`config.mk`:
```
export PLATFORM = sky130hd
export DESIGN_NAME = whack_a_mole_multi
export DESIGN_NICKNAME = d
export VERILOG_FILES = /design/src/rtl/whack_a_mole_multi.sv
export SDC_FILE = /design/constraint.sdc
export NUM_CORES = 1
export LEC_CHECK = 0
export BUFFER_PORTS_ARGS = -buffer_cell sky130_fd_sc_hd__buf_4
export CAP_MARGIN = 5
export CORE_MARGIN = 1.5
export CORE_UTILIZATION = 59
export CTS_CLUSTER_DIAMETER = 80
export CTS_CLUSTER_SIZE = 28
export DETAILED_ROUTE_END_ITERATION = 6
export HOLD_SLACK_MARGIN = 0.03
export MAX_ROUTING_LAYER = met4
export PLACE_DENSITY_LB_ADDON = 0.2
export SLEW_MARGIN = 10
export SYNTH_ARGS = -nofsm -noshare
export SYNTH_HDL_FRONTEND = slang
export SYNTH_SLANG_ARGS = --single-unit
```
`constraint.sdc`:
```
create_clock -name clk -period 3.36 [get_ports clk]
set_clock_uncertainty 0.2 [all_clocks]
set_input_delay 0.168 -clock clk [delete_from_list [all_inputs] [get_ports clk]]
set_output_delay 0.168 -clock clk [all_outputs]
set_load 0.02 [all_outputs]
```
`src/rtl/whack_a_mole_multi.sv`:
```
// whack_a_mole_multi: N-hole whack-a-mole game core.
// One lit mole at a time picked from a 16-bit Galois LFSR, a per-mole timeout
// window, wrong-button penalties, a saturating score, lives and an end screen.
// Optional feature macro: WAM_SPEEDUP_EN (difficulty level that halves the
// mole window on every 8th hit, up to level 3).
module whack_a_mole_multi #(
    parameter int N_HOLES     = 4,
    parameter int SCORE_W     = 7,
    parameter int LIVES_W     = 2,
    parameter int LIVES_INIT  = 3,
    parameter int MOLE_WINDOW = 1000,
    parameter int GAP_CYCLES  = 200
) (
    input  logic               clk,
    input  logic               reset,
    input  logic [N_HOLES-1:0] buttons,
    output logic [N_HOLES-1:0] moles,
    output logic [SCORE_W-1:0] score,
    output logic [LIVES_W-1:0] lives,
    output logic [2:0]         state,
    output logic [1:0]         level
);

    localparam int IDX_W = $clog2(N_HOLES);
    localparam int WIN_W = $clog2(MOLE_WINDOW);
    localparam int GAP_W = (GAP_CYCLES > 1) ? $clog2(GAP_CYCLES) : 1;

    localparam logic [15:0]        LFSR_TAPS = 16'hB400;
    localparam logic [15:0]        LFSR_SEED = 16'hACE1;
    localparam logic [SCORE_W-1:0] SCORE_MAX = '1;
    localparam logic [GAP_W-1:0]   GAP_LOAD  = GAP_W'(GAP_CYCLES - 1);

    typedef enum logic [2:0] {
        IDLE      = 3'd0,
        SPAWN     = 3'd1,
        ACTIVE    = 3'd2,
        HIT       = 3'd3,
        MISS      = 3'd4,
        ENDSCREEN = 3'd5
    } state_t;

    state_t             r_state,   w_state_nxt;
    logic [N_HOLES-1:0] r_btn_q;
    logic [15:0]        r_lfsr;
    logic [15:0]        w_lfsr_nxt;
    logic [IDX_W-1:0]   r_idx,     w_idx_nxt;
    logic [WIN_W-1:0]   r_win_cnt, w_win_cnt_nxt;
    logic [GAP_W-1:0]   r_gap_cnt, w_gap_cnt_nxt;
    logic [SCORE_W-1:0] r_score,   w_score_nxt;
    logic [LIVES_W-1:0] r_lives,   w_lives_nxt;

    logic [N_HOLES-1:0] w_press;
    logic [N_HOLES-1:0] w_lit;
    logic               w_any_press;
    logic               w_wrong;
    logic               w_right;
    logic [IDX_W-1:0]   w_raw_idx;
    logic [IDX_W-1:0]   w_spawn_idx;
    logic [WIN_W-1:0]   w_win_load;
    logic [SCORE_W-1:0] w_score_inc;

`ifdef WAM_SPEEDUP_EN
    logic [1:0]         r_level,   w_level_nxt;
`endif

    // Rising-edge detect: a held button produces exactly one press.
    assign w_press     = buttons & ~r_btn_q;
    assign w_any_press = |w_press;
    assign w_lit       = N_HOLES'(1) << r_idx;
    // Any press off the lit hole is a miss, even alongside the correct one.
    assign w_wrong     = |(w_press & ~w_lit);
    assign w_right     = |(w_press & w_lit);

    // Galois step; the seed is nonzero so the sequence never reaches zero.
    assign w_lfsr_nxt  = r_lfsr[0] ? ((r_lfsr >> 1) ^ LFSR_TAPS) : (r_lfsr >> 1);

    // Never light the same hole twice in a row.
    assign w_raw_idx   = IDX_W'(r_lfsr % 16'(N_HOLES));
    assign w_spawn_idx = (w_raw_idx != r_idx)              ? w_raw_idx :
                         (w_raw_idx == IDX_W'(N_HOLES - 1)) ? '0 : w_raw_idx + 1'b1;

    assign w_score_inc = (r_score == SCORE_MAX) ? r_score : r_score + 1'b1;

`ifdef WAM_SPEEDUP_EN
    assign w_win_load  = WIN_W'((MOLE_WINDOW >> r_level) - 1);
    assign level       = r_level;
`else
    assign w_win_load  = WIN_W'(MOLE_WINDOW - 1);
    assign level       = 2'd0;
`endif

    assign state = r_state;
    assign score = r_score;
    assign lives = r_lives;

    // Next-state and next-datapath logic for the game FSM.
    always_comb begin
        // NOTE: every signal gets a default before the case so no path leaves it unassigned (no latches).
        w_state_nxt   = r_state;
        w_idx_nxt     = r_idx;
        w_win_cnt_nxt = r_win_cnt;
        w_gap_cnt_nxt = r_gap_cnt;
        w_score_nxt   = r_score;
        w_lives_nxt   = r_lives;
`ifdef WAM_SPEEDUP_EN
        w_level_nxt   = r_level;
`endif
        case (r_state)
            IDLE: begin
                if (w_any_press) begin
                    w_score_nxt = '0;
                    w_lives_nxt = LIVES_W'(LIVES_INIT);
`ifdef WAM_SPEEDUP_EN
                    w_level_nxt = 2'd0;
`endif
                    w_state_nxt = SPAWN;
                end
            end
            SPAWN: begin
                w_idx_nxt     = w_spawn_idx;
                w_win_cnt_nxt = w_win_load;
                w_state_nxt   = ACTIVE;
            end
            ACTIVE: begin
                if (w_wrong || (!w_right && r_win_cnt == '0)) begin
                    w_gap_cnt_nxt = GAP_LOAD;
                    if (r_lives <= LIVES_W'(1)) begin
                        w_lives_nxt = '0;
                        w_state_nxt = ENDSCREEN;
                    end else begin
                        w_lives_nxt = r_lives - 1'b1;
                        w_state_nxt = MISS;
                    end
                end else if (w_right) begin
                    w_score_nxt   = w_score_inc;
                    w_gap_cnt_nxt = GAP_LOAD;
                    w_state_nxt   = HIT;
`ifdef WAM_SPEEDUP_EN
                    if ((int'(w_score_inc) % 8 == 0) && (r_level != 2'd3))
                        w_level_nxt = r_level + 1'b1;
`endif
                end else begin
                    w_win_cnt_nxt = r_win_cnt - 1'b1;
                end
            end
            HIT, MISS: begin
                if (r_gap_cnt == '0) w_state_nxt = SPAWN;
                else                 w_gap_cnt_nxt = r_gap_cnt - 1'b1;
            end
            ENDSCREEN: begin
                if (w_any_press) w_state_nxt = IDLE;
            end
            default: w_state_nxt = IDLE;
        endcase
    end

    // Mole LEDs decoded from the registered state and stored hole.
    always_comb begin
        moles = '0;
        if (r_state == ACTIVE)         moles = w_lit;
        else if (r_state == ENDSCREEN) moles = '1;
    end

    // State and datapath registers; reset returns the core to a fresh IDLE.
    always_ff @(posedge clk or posedge reset) begin
        if (reset) begin
            r_state   <= IDLE;
            r_btn_q   <= '0;
            r_lfsr    <= LFSR_SEED;
            r_idx     <= '0;
            r_win_cnt <= '0;
            r_gap_cnt <= '0;
            r_score   <= '0;
            r_lives   <= LIVES_W'(LIVES_INIT);
        end else begin
            // NOTE: non-blocking assignments so every register samples pre-edge values.
            r_state   <= w_state_nxt;
            r_btn_q   <= buttons;
            r_lfsr    <= w_lfsr_nxt;
            r_idx     <= w_idx_nxt;
            r_win_cnt <= w_win_cnt_nxt;
            r_gap_cnt <= w_gap_cnt_nxt;
            r_score   <= w_score_nxt;
            r_lives   <= w_lives_nxt;
        end
    end

`ifdef WAM_SPEEDUP_EN
    // Difficulty level register.
    always_ff @(posedge clk or posedge reset) begin
        if (reset) r_level <= 2'd0;
        else       r_level <= w_level_nxt;
    end
`endif

endmodule

```
==> results.json, run 1 <==
{
  "wl_met1_um": 2410,
  "fin_crit_ns": 2.64,
  "pre_cts_slack_ns": 0.799,
  "drive_gt1_frac": 0.209,
  "path_max_fanout": 14,
  "wl_met3_um": 273,
  "first_pass_iters": 4,
  "die_x_um": 70.0,
  "synth_edf_count": 0,
  "fin_area_um2": 2920,
  "setup_viol": 0,
  "fp.coreArea_um2": 4320,
  "final.setup.worst_slack_ns": 0.717,
  "clk_pin_slew_ns": 0.10,
  "cts_sinks": 52,
  "die_y_um": 70.0,
  "grt_max_degree": 53,
  "slew_headroom": 0.310,
  "power_frac_clock": 0.187,
  "ys.flop_type": "dfrtp_1",
  "rows": 24,
  "ff2ff_path_depth": 5,
  "status": "finished clean",
  "powerDensity_nw_per_um2": 661,
  "rsz0062_at_grt": "no",
  "power_frac_comb": 0.382,
  "synth-seq-area-share": 0.496,
  "cts_tree": "yes",
  "crit_path_end_kind": "flop",
  "initial_core_util": 0.612,
  "worstMarginPinSlew_ns": 1.03,
  "fin_setup_tns_ns": 0,
  "crit_path_start_kind": "input pin",
  "nNetsFinal": 288,
  "track_usage": 0.231,
  "finalPower_mw": 1.93,
  "dieArea_um2": 4900,
  "min-delay-start": "r_lfsr[4]",
  "hold_viol": 0,
  "route.antenna.remaining_nets": 0,
  "required_ns": 3.42,
  "hold_class": "flop to flop",
  "synthArstFlopShare": 1.00,
  "diodes": 0,
  "dr_wl_met2_um": 2270,
  "wl_per_cell_um": 15.3,
  "final_cell_mix": "42 x dfrtp_1, 24 x nand2_1, 23 x buf_4, 13 x nand3_1, 13 x o21ai_0",
  "syn_to_final_growth_pct": 10.2,
  "h-tree-depth": 2,
  "wl_um": 5040,
  "power.switching_mw": 0.794,
  "ctsRootBufferMaster": "clkbuf_8",
  "vdd_drop_max_uv": 545,
  "final-instance-count-excl-fill": 329,
  "p_sw_frac": 0.412,
  "drt_iter0_drc": 124,
  "slew_violations": 0,
  "arrival_ns": 2.70,
  "postCtsSetupRepairBufs": 0,
  "yosys_warnings": 0,
  "p_seq_frac": 0.431,
  "via_per_inst": 6.03,
  "clockBufferDepth": 2,
  "io_buffers": 21,
  "final_common_cell": "dfrtp_1",
  "min_path_cells": 0,
  "antenna_found_initial": 0,
  "crit_type": "input pin to flop",
  "place_inst": 316,
  "synth_cell_types": 64,
  "grt_overflow": 0,
  "drc": 0,
  "ys_ff_latch": 52,
  "p_int_mw": 1.13,
  "placed_area_um2": 2770,
  "r2r-start": "r_idx[0]",
  "dp_hpwl_um": 3450,
  "cts_made_buffers": 5,
  "finalCritPeriodShare": 0.787,
  "gp_congestion": 0.851,
  "p_leak_nw": 1.27,
  "grt_pass1_wl_um": 8780,
  "synthCells": 253,
  "ios": 24,
  "crit_start": "buttons[1]",
  "maxUsedRoutingLayer": "met4",
  "worstSkewPairLatency_ns": 0.31,
  "cap_violations": 0,
  "avgSynthCellArea_um2": 10.5,
  "syn-cell-area_um2": 2650,
  "max_freq_mhz": 378,
  "routed-via-count": 1985,
  "grt_pass1_vias": 1924
}
## through the flow
| stage | utilization | hold WS (ns) |
|---|---|---|
| after detailed placement | 0.641 | 0.0866 |
| after global placement | 0.641 | 0.0852 |
| after floorplan | - | -0.000570 |
| after CTS | 0.674 | 0.157 |
| after global routing | 0.674 | 0.169 |
| final | 0.674 | 0.157 |
## per-layer routing
| layer | vias to the layer above | global-route usage |
|---|---|---|
| met2 | 66 | 0.341 |
| li1 | 961 | - |
| met3 | 8 | 0.0534 |
| met4 | 0 | 0.0940 |
| met1 | 950 | 0.312 |
| met5 | - | - |
## critical path: stages
cell and delay [ns]:
dlygate4sd3_1 0.54, buf_4 0.14, and2b_1 0.18, mux4_2 0.51, nor2_2 0.22, nand3_2 0.29, or4_1 0.58, nand2_1 0.08
## worst paths after layout
kind,slack (ns),endpoint
max in group asynchronous,1.84,r_lfsr[14]
hold / removal,0.16,r_lfsr[3]
setup reg to reg,0.78,r_win_cnt[3]
hold reg to reg,0.16,r_lfsr[3]
setup / recovery,0.72,r_win_cnt[3]
min in group asynchronous,0.47,r_gap_cnt[0]
## registers in the layout, indices dropped and copies added, names as in the netlist
name	cells
r_lfsr	16
r_win_cnt	10
r_gap_cnt	8
score	7
r_btn_q	4
state	3
lives	2
r_idx	2
## layout make-up
| cell class | instances | area (um2) |
|---|---|---|
| Inverter | 8 | 30.0 |
| Clock inverter | 3 | 23.8 |
| Timing Repair Buffer | 28 | 223 |
| Multi-Input combinational cell | 181 | 1190 |
| Tap cell | 52 | 65.1 |
| Sequential cell | 52 | 1310 |
| Fill cell | 355 | 1410 |
| Clock buffer | 5 | 68.8 |
## power by group through the flow
stage / clock, mW / combinational (mW) / sequential [mW]
after floorplan: 0 / 0.582 / 0.809
after global placement: 0 / 0.713 / 0.838
after detailed placement: 0 / 0.727 / 0.841
after CTS: 0.366 / 0.737 / 0.828
after global routing: 0.388 / 0.821 / 0.849
final: 0.361 / 0.737 / 0.831
## what timing repair did
| item | in CTS | in global routing |
|---|---|---|
| resized for setup | 0 | 0 |
| endpoints found under the hold margin | 46 | 0 |
| hold buffers | 5 | 0 |
## cell families after synthesis
kind of cell / after synthesis / synth area share
DFF: 52 / 0.496
muxes: 3 / 0.0165
and+or+nand+nor: 94 / 0.199
adders and majority gates: 6 / 0.0284
xor gates and xnor gates: 8 / 0.0265
buffers and inverters: 21 / 0.0544
AOI/OAI and AO/OA: 68 / 0.178
other: 1 / 0.00142
## synth_stat cells (2+ instances only)
cell,instances,area (um2)
dfrtp_1,42,1050
nand2_1,24,90.1
nand3_1,13,65.1
o21ai_0,13,65.1
nor2_1,11,41.3
a21oi_1,10,50.1
a31oi_1,10,62.6
dfstp_2,10,263
nor3_1,9,45.0
inv_1,8,30.0
xor2_1,7,61.3
ha_1,6,75.1
nand2b_1,6,37.5
o31ai_1,5,37.5
a21o_1,4,30.0
buf_6,4,45.0
or4_1,4,30.0
clkbuf_1,3,11.3
nor2b_1,3,18.8
nor4_1,3,18.8
o211ai_1,3,22.5
o21ai_1,3,15.0
o2bb2ai_1,3,26.3
a21boi_1,2,15.0
buf_2,2,10.0
buf_4,2,15.0
nor3_2,2,20.0
o21bai_1,2,15.0
or2_2,2,12.5
or3_1,2,12.5
or4_4,2,22.5
Note: power is estimated with default switching activity, not from simulation.
==> run 2, diff against run 1 <==
Settings changed: ABC_AREA from default to 1.
Clock period 3.36 ns to 2.5 ns, I/O delays scaled along.
==> run 2 against run 1 <==
Effect of this change:
- final cell count increased by 38%
- global-route usage rose by 0.70 points
- worst hold slack about the same
- critical path depth grew 1
- combinational power is 120% higher
- sequential share of layout area decreased by 3.7 points
- clock-buffer cell count is 2 higher
- final area increased by 9.0%
- routed wire length rose by 13%
==> results.json, run 2 <==
{
  "status": "finished clean",
  "drt_iter0_drc": 176,
  "cts_tree": "yes",
  "fin_crit_ns": 2.09,
  "path_max_fanout": 23,
  "ff2ff_path_depth": 9,
  "cpMaxStageDelayCell": "dfrtp_1",
  "synth_top_area_share": 0.366,
  "pre_cts_slack_ns": 0.440,
  "ys_ff_latch": 52,
  "ctsResizeCount": 0,
  "die_x_um": 72.8,
  "reg2reg_slack_ns": 0.41,
  "setup.worst_path.end": "r_gap_cnt[0]",
  "clk_pin_slew_ns": 0.09,
  "hold_class": "flop to flop",
  "io_buffers": 21,
  "routed-via-count": 2405,
  "wl_um": 5680,
  "grt_pass1_wl_um": 9540,
  "crit_path_end_kind": "flop",
  "via_per_inst": 5.31,
  "crit_path_start_kind": "flop",
  "h-tree-depth": 2,
  "fill_cells": 395,
  "slowest_delay_ns": 0.48,
  "grt_max_degree": 53,
  "r2r-start": "state[2]",
  "worstMarginPinSlew_ns": 0.648,
  "final.setup.worst_slack_ns": 0.408,
  "finalCritPeriodShare": 0.837,
  "final_cell_mix": "112 x nand2_1, 44 x nand3_1, 42 x dfrtp_1, 41 x nor2_1, 37 x inv_1",
  "cts_made_buffers": 5,
  "placed_area_um2": 3050,
  "worstSkewPairLatency_ns": 0.30,
  "yosysMostFrequentCell": "nand2_1",
  "syn_to_final_growth_pct": 10.7,
  "top_regs": "r_lfsr (16), r_win_cnt (10), r_gap_cnt (8)",
  "initial_core_util": 0.612,
  "grt_overflow": 0,
  "yosys_warnings": 0,
  "synth-seq-area-share": 0.458,
  "powerDensity_nw_per_um2": 1060,
  "diodes": 0,
  "crit_start": "state[2]",
  "ctsRootBufferMaster": "clkbuf_8",
  "ys.flop_type": "dfrtp_1",
  "wl_per_cell_um": 12.5,
  "rows": 25,
  "fin_setup_tns_ns": 0,
  "synth_edf_count": 0,
  "avgSynthCellArea_um2": 7.74,
  "worstPathCellList": "nor2_4 -> nand2_4 -> inv_2 -> nand3_2 -> inv_2 -> nand3_4 -> nand2_2 -> nand2_1 -> nand2_1",
  "multi_input_area_um2": 1340,
  "first_pass_iters": 4,
  "drc": 0,
  "fin_area_um2": 3180,
  "seqCellArea_um2": 1310,
  "fp.coreArea_um2": 4690,
  "syn-cell-area_um2": 2870,
  "largest_register_ffs": 16,
  "synthArstFlopShare": 1.00,
  "crit_type": "flop to flop",
  "ys_top_cells_by_area": "dfrtp_1 37%, nand2_1 15%, dfstp_2 9.2%",
  "max_freq_mhz": 478,
  "track_usage": 0.238,
  "nNetsFinal": 410,
  "cts_sinks": 52,
  "p_leak_nw": 1.70,
  "final-instance-count-excl-fill": 453,
  "grt_pass1_vias": 2197,
  "largest-register": "r_lfsr",
  "ios": 24,
  "finalPower_mw": 3.38,
  "path_buf_inv": 2,
  "arrival_ns": 2.14,
  "postCtsSetupRepairBufs": 0,
  "slew_violations": 0,
  "r2r-end": "r_gap_cnt[0]",
  "gp_congestion": 0.885,
  "die_y_um": 72.8,
  "yosysTopAreaCell": "dfrtp_1",
  "rsz0062_at_grt": "no",
  "vdd_drop_max_uv": 658,
  "postCtsHoldBufs": 5,
  "synth_cell_types": 34,
  "cpLargestDelayFamily": "simple AND/OR/NAND/NOR gates",
  "route.antenna.remaining_nets": 0,
  "hold_viol": 0,
  "final_common_cell": "nand2_1",
  "drive_gt1_frac": 0.165,
  "dieArea_um2": 5290,
  "dp_hpwl_um": 3900,
  "clockBufferDepth": 2,
  "cap_violations": 0,
  "antenna_found_initial": 0,
  "required_ns": 2.54,
  "place_inst": 440,
  "synthCells": 371,
  "setup_viol": 0,
  "crit_cells": 9,
  "synth_common_cells": "112 x nand2_1, 44 x nand3_1, 42 x dfrtp_1, 41 x nor2_1, 38 x inv_1",
  "slew_headroom": 0.568
}
run 2: cell types whose count changed after synthesis, sizes merged, moves of 6 or more:
cell / previous run / this run
a21oi: 11 / 5
a31oi: 10 / 1
inv: 8 / 44
nand2: 24 / 120
nand2b: 7 / 0
nand3: 14 / 47
nor2: 12 / 46
nor3: 11 / 2
or4: 6 / 0
run 2: worst min-delay path by stage:
stage | from | slack, ns | to | depth (start not counted)
after floorplan | buttons[0] | -0.04 | r_btn_q[0] | 0
after global placement | buttons[0] | 0.05 | r_btn_q[0] | 1
after detailed placement | buttons[0] | 0.05 | r_btn_q[0] | 1
after CTS | r_lfsr[9] | 0.16 | r_lfsr[8] | 0
after global routing | r_lfsr[9] | 0.16 | r_lfsr[8] | 0
final | r_lfsr[9] | 0.16 | r_lfsr[8] | 0
run 2: kinds of logic after synthesis:
kind of cell | Yosys count | share of synthesized area
other cells | 1 | 0.00131
flops | 52 | 0.458
buf+inv | 52 | 0.0784
xor+xnor | 9 | 0.0275
fa+ha+maj | 6 | 0.0261
compound gates | 27 | 0.0514
simple gates | 224 | 0.358
run 2: layout make-up:
class,count,share of cell area
Tap cell,54,0.0213
Clock inverter,1,0.00157
Clock buffer,7,0.0240
Sequential cell,52,0.413
Timing Repair Buffer,27,0.0677
Inverter,44,0.0519
Multi-Input combinational cell,268,0.420
run 2: worst reg2reg max path, delay by kind of cell, from the launching register on:
kind,cells,cell delay [ns]
buf+inv,2,0.29
flops,1,0.48
simple gates,7,1.04
run 2: power breakdown:
| group | internal (mW) | switching, mW | total, mW | leakage (nW) |
|---|---|---|---|---|
| sequential | 1.05 | 0.206 | 1.26 | 0.638 |
| clock | 0.197 | 0.271 | 0.469 | 0.0422 |
| combinational | 0.554 | 1.09 | 1.65 | 1.02 |
| total | 1.80 | 1.57 | 3.38 | 1.70 |
run 2: stage by stage:
stage | util | hold slack [ns]
detailed placement | 0.650 | 0.0525
finish | 0.678 | 0.157
CTS | 0.678 | 0.159
floorplan | - | -0.0436
global placement | 0.650 | 0.0513
global route | 0.678 | 0.160
run 2: layer usage:
metal	GRT usage	vias to the layer above	wire (um)
li1	-	1216	-
met1	0.304	1122	2620
met2	0.390	59	2780
met3	0.0470	8	203
met4	0.0629	0	67
met5	-	-	0
